## src/rtl/fliq.sv

```systemverilog
// fliq: FP immediate writeback queue.
// Buffers NaN-boxed FLI immediates with their destination register and drains
// them into the shared FP register-file write port whenever the FPU leaves the
// port idle. Reports RAW hazards on queued destinations to issue logic.
// Optional build macro FLIQ_FWD_EN adds per-query forwarding of the youngest
// matching queued immediate (FwdHit/FwdData ports).
module fliq #(
    parameter int unsigned FLEN  = 64,
    parameter int unsigned DEPTH = 2
) (
    input  logic              clk,
    input  logic              reset,
    input  logic              FliValid,
    output logic              FliReady,
    input  logic [FLEN-1:0]   Imm,
    input  logic [4:0]        FliRd,
    input  logic              FpuWe,
    input  logic              FlushQ,
    output logic              WbWe,
    output logic [4:0]        WbRd,
    output logic [FLEN-1:0]   WbData,
    input  logic [14:0]       QRs,
`ifdef FLIQ_FWD_EN
    output logic [2:0]        Hazard,
    output logic [2:0]        FwdHit,
    output logic [3*FLEN-1:0] FwdData
`else
    output logic [2:0]        Hazard
`endif
);

    localparam int unsigned PW = $clog2(DEPTH);
    localparam int unsigned CW = PW + 1;

    logic [4:0]      rd_q  [DEPTH];
    logic [4:0]      rd_d  [DEPTH];
    logic [FLEN-1:0] imm_q [DEPTH];
    logic [FLEN-1:0] imm_d [DEPTH];
    logic [PW-1:0]   head_q, head_d;
    logic [PW-1:0]   tail_q, tail_d;
    logic [CW-1:0]   count_q, count_d;

    logic enq;
    logic deq;

    // Handshake and drain qualification; FPU ownership and flush block draining.
    always_comb begin
        FliReady = (count_q < CW'(DEPTH));
        enq      = FliValid & FliReady & ~FlushQ;
        deq      = (count_q != '0) & ~FpuWe & ~FlushQ;
        WbWe     = deq;
        WbRd     = rd_q[head_q];
        WbData   = imm_q[head_q];
    end

    // Next-state for slot storage, pointers and occupancy count.
    always_comb begin
        rd_d  = rd_q;
        imm_d = imm_q;
        if (enq) begin
            rd_d[tail_q]  = FliRd;
            imm_d[tail_q] = Imm;
        end
        head_d  = head_q;
        tail_d  = tail_q;
        count_d = count_q;
        if (FlushQ) begin
            head_d  = '0;
            tail_d  = '0;
            count_d = '0;
        end else begin
            if (enq) tail_d = tail_q + PW'(1);
            if (deq) head_d = head_q + PW'(1);
            case ({enq, deq})
                2'b10:   count_d = count_q + CW'(1);
                2'b01:   count_d = count_q - CW'(1);
                default: count_d = count_q;
            endcase
        end
    end

    // State registers; reset clears the queue and all slot storage at once.
    always_ff @(posedge clk or posedge reset) begin
        if (reset) begin
            for (int unsigned i = 0; i < DEPTH; i++) begin
                rd_q[i]  <= '0;
                imm_q[i] <= '0;
            end
            head_q  <= '0;
            tail_q  <= '0;
            count_q <= '0;
        end else begin
            rd_q    <= rd_d;
            imm_q   <= imm_d;
            head_q  <= head_d;
            tail_q  <= tail_d;
            count_q <= count_d;
        end
    end

    // RAW hazard per query slot: any valid entry whose Rd matches (f0 included).
    always_comb begin
        logic [PW-1:0] idx;
        Hazard = '0;
        idx    = '0;
        for (int unsigned s = 0; s < 3; s++) begin
            for (int unsigned age = 0; age < DEPTH; age++) begin
                idx = head_q + PW'(age);
                if ((CW'(age) < count_q) && (rd_q[idx] == QRs[s*5 +: 5]))
                    Hazard[s] = 1'b1;
            end
        end
    end

`ifdef FLIQ_FWD_EN
    // Forwarding: walk oldest to youngest so the youngest match wins.
    always_comb begin
        logic [PW-1:0] idx;
        FwdHit  = '0;
        FwdData = '0;
        idx     = '0;
        for (int unsigned s = 0; s < 3; s++) begin
            for (int unsigned age = 0; age < DEPTH; age++) begin
                idx = head_q + PW'(age);
                if ((CW'(age) < count_q) && (rd_q[idx] == QRs[s*5 +: 5])) begin
                    FwdHit[s]              = 1'b1;
                    FwdData[s*FLEN +: FLEN] = imm_q[idx];
                end
            end
        end
    end
`endif

endmodule

```

## config.mk

```make
export PLATFORM = sky130hd
export DESIGN_NAME = fliq
export DESIGN_NICKNAME = d
export VERILOG_FILES = /design/src/rtl/fliq.sv
export SDC_FILE = /design/constraint.sdc
export NUM_CORES = 1
export LEC_CHECK = 0
export ABC_AREA = 0
export BUFFER_PORTS_ARGS = -buffer_cell sky130_fd_sc_hd__buf_2
export CELL_PAD_IN_SITES_DETAIL_PLACEMENT = 1
export CELL_PAD_IN_SITES_GLOBAL_PLACEMENT = 2
export CORE_ASPECT_RATIO = 1.4
export CORE_UTILIZATION = 30
export DETAILED_ROUTE_END_ITERATION = 8
export PLACE_DENSITY_LB_ADDON = 0.1
export SLEW_MARGIN = 0
export SYNTH_ARGS = -nofsm -noshare
export SYNTH_HDL_FRONTEND = slang
export SYNTH_SLANG_ARGS = --single-unit
```

## constraint.sdc

```tcl
create_clock -name clk -period 7.1 [get_ports clk]
set_clock_uncertainty 0.1 [all_clocks]
set_input_delay 2.13 -clock clk [delete_from_list [all_inputs] [get_ports clk]]
set_output_delay 2.13 -clock clk [all_outputs]
set_load 0.1 [all_outputs]
```

==> key figures <==
Logic synthesis
  • Synth Flop Type: dfrtp_1
  • Leading area contributor after synthesis: dfrtp_1
  • Mapped Avg Cell Area: 14.87 um^2
  • EDFF count, synth: 0
  • Top-area cell type share of the netlist area: 53.69%
  • Netlist cell types: 25
  • Synth Instances: 445
  • Seq/Total Area, Yosys: 53.69%
  • Synth Net Count: 536
  • #FFs+latches synth: 142
  • Ys async rst share: 100.0%
  • Synthesized area: 6619 um^2
  • Synth warn: 0
  • Synth top area cells: dfrtp_1 (54%), mux2_2 (34%), xnor2_1 (2.4%)

Global routing
  • Met2 Resource Use GR: 26.87%
  • First-pass GRT wire length: 25610 um
  • GR peak layer: met2
  • Via count of the first global-routing pass: 4778
  • Total grt overflow: 0
  • Antenna violations before repair: 0
  • Largest net degree at the start of global routing: 76
  • Total track usage: 14.85%
  • Met1 Use GR: 16.72%
  • Grt met3 use: 3.919%

STA
  • Tmin final: 5.595 ns
  • Hold_ws: 0.3956 ns
  • Final period utilization: 78.80%
  • Max Slew Vio Count: 0
  • Setup_tns: 0 ns
  • Final Hold Viols: 0
  • Max Fclk: 178.7 MHz
  • Final-report setup violation count: 0
  • Worst slew pin tran: 0.8705 ns
  • RSZ-0062 raised after global routing: false
  • Rel. slew slack: 41.97%

Detailed routing
  • Total number of vias: 4189
  • Final antenna-violating net count: 0
  • DR vias/cell: 4.578
  • Drt total wl: 15710 um
  • Routed WL per cell: 17.17 um
  • Initial DRC count: 74
  • First-pass DRT Iterations: 4
  • DRC Markers: 0

Floorplan
  • Io pins: 163
  • Num rows: 63
  • Initial Util: 30.87%
  • Die height: 177.8 um
  • Core area: 21440 um^2
  • Die width: 127.5 um
  • Die ar.: 22670 um^2

Placement
  • Port bufs: 162
  • Routability congestion estimate: 0.7347
  • Final HPWL DP: 10650 um
  • Placed instance area: 7722 um^2

Clocking
  • TritonCTS clock tree: done
  • PostCTS Resize Cnt: 0
  • CTS max path bufs: 2
  • CTS H-tree lvls: 4
  • Clk sinks: 142
  • Postcts setup bufs: 0
  • Num CTS Buffers: 17
  • Worst-path clk slew: 0.06 ns
  • Worst-Skew Late Latency: 0.41 ns
  • CTS Hold Bufs: 0
  • Clock Root Buffer: clkbuf_16

Worst setup path
  • Crit path max fanout: 2
  • R2r setup slk: 5.01 ns
  • Critical path class: in2out
  • CP Capture Type: output pin
  • CP arrival: 3.36 ns
  • Crit start category: input pin
  • Worst path required time: 4.87 ns

Flow run
  • Max-cap viol count: 0

Finish
  • Ratio of cells with drive above 1 in the final layout: 66.40%
  • Finished Cell Area: 8299 um^2
  • Layout Nets: 700
  • Layout area overhead: 25.39%
  • Fillers: 2311
  • Final Util: 38.71%

Hold path
  • Min-Delay Path Class: reg2reg

Status
  • Status: complete, no violations
## cell families (layout without fill, tap and decap cells)
| family | count (synthesis) | after routing | synth area share [%] |
|---|---|---|---|
| multiplexers | 212 | 212 | 36.67 |
| flip-flops | 142 | 142 | 53.69 |
| buffers and inverters | 31 | 208 | 2.457 |
| other | 0 | 1 | 0 |
| AND/OR/NAND/NOR | 19 | 19 | 1.758 |
| XOR/XNOR | 34 | 34 | 4.499 |
| AO/OA/AOI/OAI | 5 | 5 | 0.5481 |
| adder cells (fa/ha/maj) | 2 | 2 | 0.3780 |
## per-layer routing
layer / vias up / wire [um]
met5: - / 0
met4: 0 / 169
met3: 12 / 833
met2: 109 / 8584
met1: 2164 / 6125
li1: 1904 / -
## metrics by stage
step / cells / worst slack (ns)
global placement: 882 / 1.471
CTS: 914 / 1.493
detailed placement: 882 / 1.494
global route: 914 / 1.394
floorplan: 445 / 0.2384
finish: 915 / 1.505
## synth_stat cells (2+ instances only)
| library cell | instances |
|---|---|
| mux2_2 | 201 |
| dfrtp_1 | 142 |
| buf_2 | 19 |
| xnor2_1 | 18 |
| xor2_1 | 16 |
| inv_1 | 7 |
| nor2_1 | 5 |
| mux2i_2 | 4 |
| mux2i_1 | 3 |
| mux2i_4 | 3 |
| nand3_1 | 3 |
| nand4_1 | 3 |
| nor4_1 | 3 |
| o31ai_1 | 3 |
| buf_4 | 2 |
| buf_6 | 2 |
| ha_1 | 2 |
| nor3_1 | 2 |
## layout make-up
type / count / area, um^2 / share of cell area [%]
clock inverter: 13 / 131.4 / 1.583
timing repair buffer: 168 / 855.8 / 10.31
clock buffer: 19 / 442.9 / 5.337
antenna: 1 / 2.502 / 0.03015
tap: 292 / 365.4 / 4.402
multi-input combinational: 272 / 2909 / 35.05
sequential: 142 / 3557 / 42.86
inverter: 8 / 35.03 / 0.4221
## sequential cells by signal, indices dropped and copies added, names as in the netlist
| register | flops |
|---|---|
| tail_q | 1 |
| rd_q | 10 |
| imm_q | 128 |
| count_q | 2 |
| head_q | 1 |
## cells in the final DEF (no fill, tap or decap)
master / instances
a21oi_1: 1
a221oi_1: 1
buf_2: 162
buf_4: 6
bufinv_16: 1
clkbuf_1: 1
clkbuf_16: 17
clkbuf_8: 1
clkinv_4: 2
clkinvlp_4: 5
dfrtp_1: 141
dfrtp_4: 1
diode_2: 1
ha_1: 2
inv_1: 6
inv_2: 1
inv_6: 5
inv_8: 1
mux2_1: 1
mux2_2: 201
mux2i_1: 3
mux2i_2: 4
mux2i_4: 3
nand2_2: 1
nand3_1: 3
nand4_1: 3
nor2_1: 5
nor3_1: 2
nor3_4: 1
nor3b_4: 1
nor4_1: 3
o31ai_1: 3
xnor2_1: 18
xor2_1: 16
## path summary, 6_finish.rpt
kind                                  from         end  cells past startpoint
worst max-delay path                QRs[7]   Hazard[1]                      6
worst min-delay path              imm_q[0]    imm_q[0]                      1
worst max register to register  count_q[1]     rd_q[2]                      5
worst min register to register    imm_q[0]    imm_q[0]                      1
max in group asynchronous            reset   imm_q[70]                      3
min in group asynchronous            reset  imm_q[106]                      2
## critical path, stage by stage
cell and delay, ns:
buf_2 0.12, xnor2_1 0.12, nor4_1 0.34, nand3_1 0.12, o31ai_1 0.08, buf_2 0.46
Power is left out: the tool's default activity adds up to more than one toggle a clock period on the data nets, which glitch-free logic cannot reach.
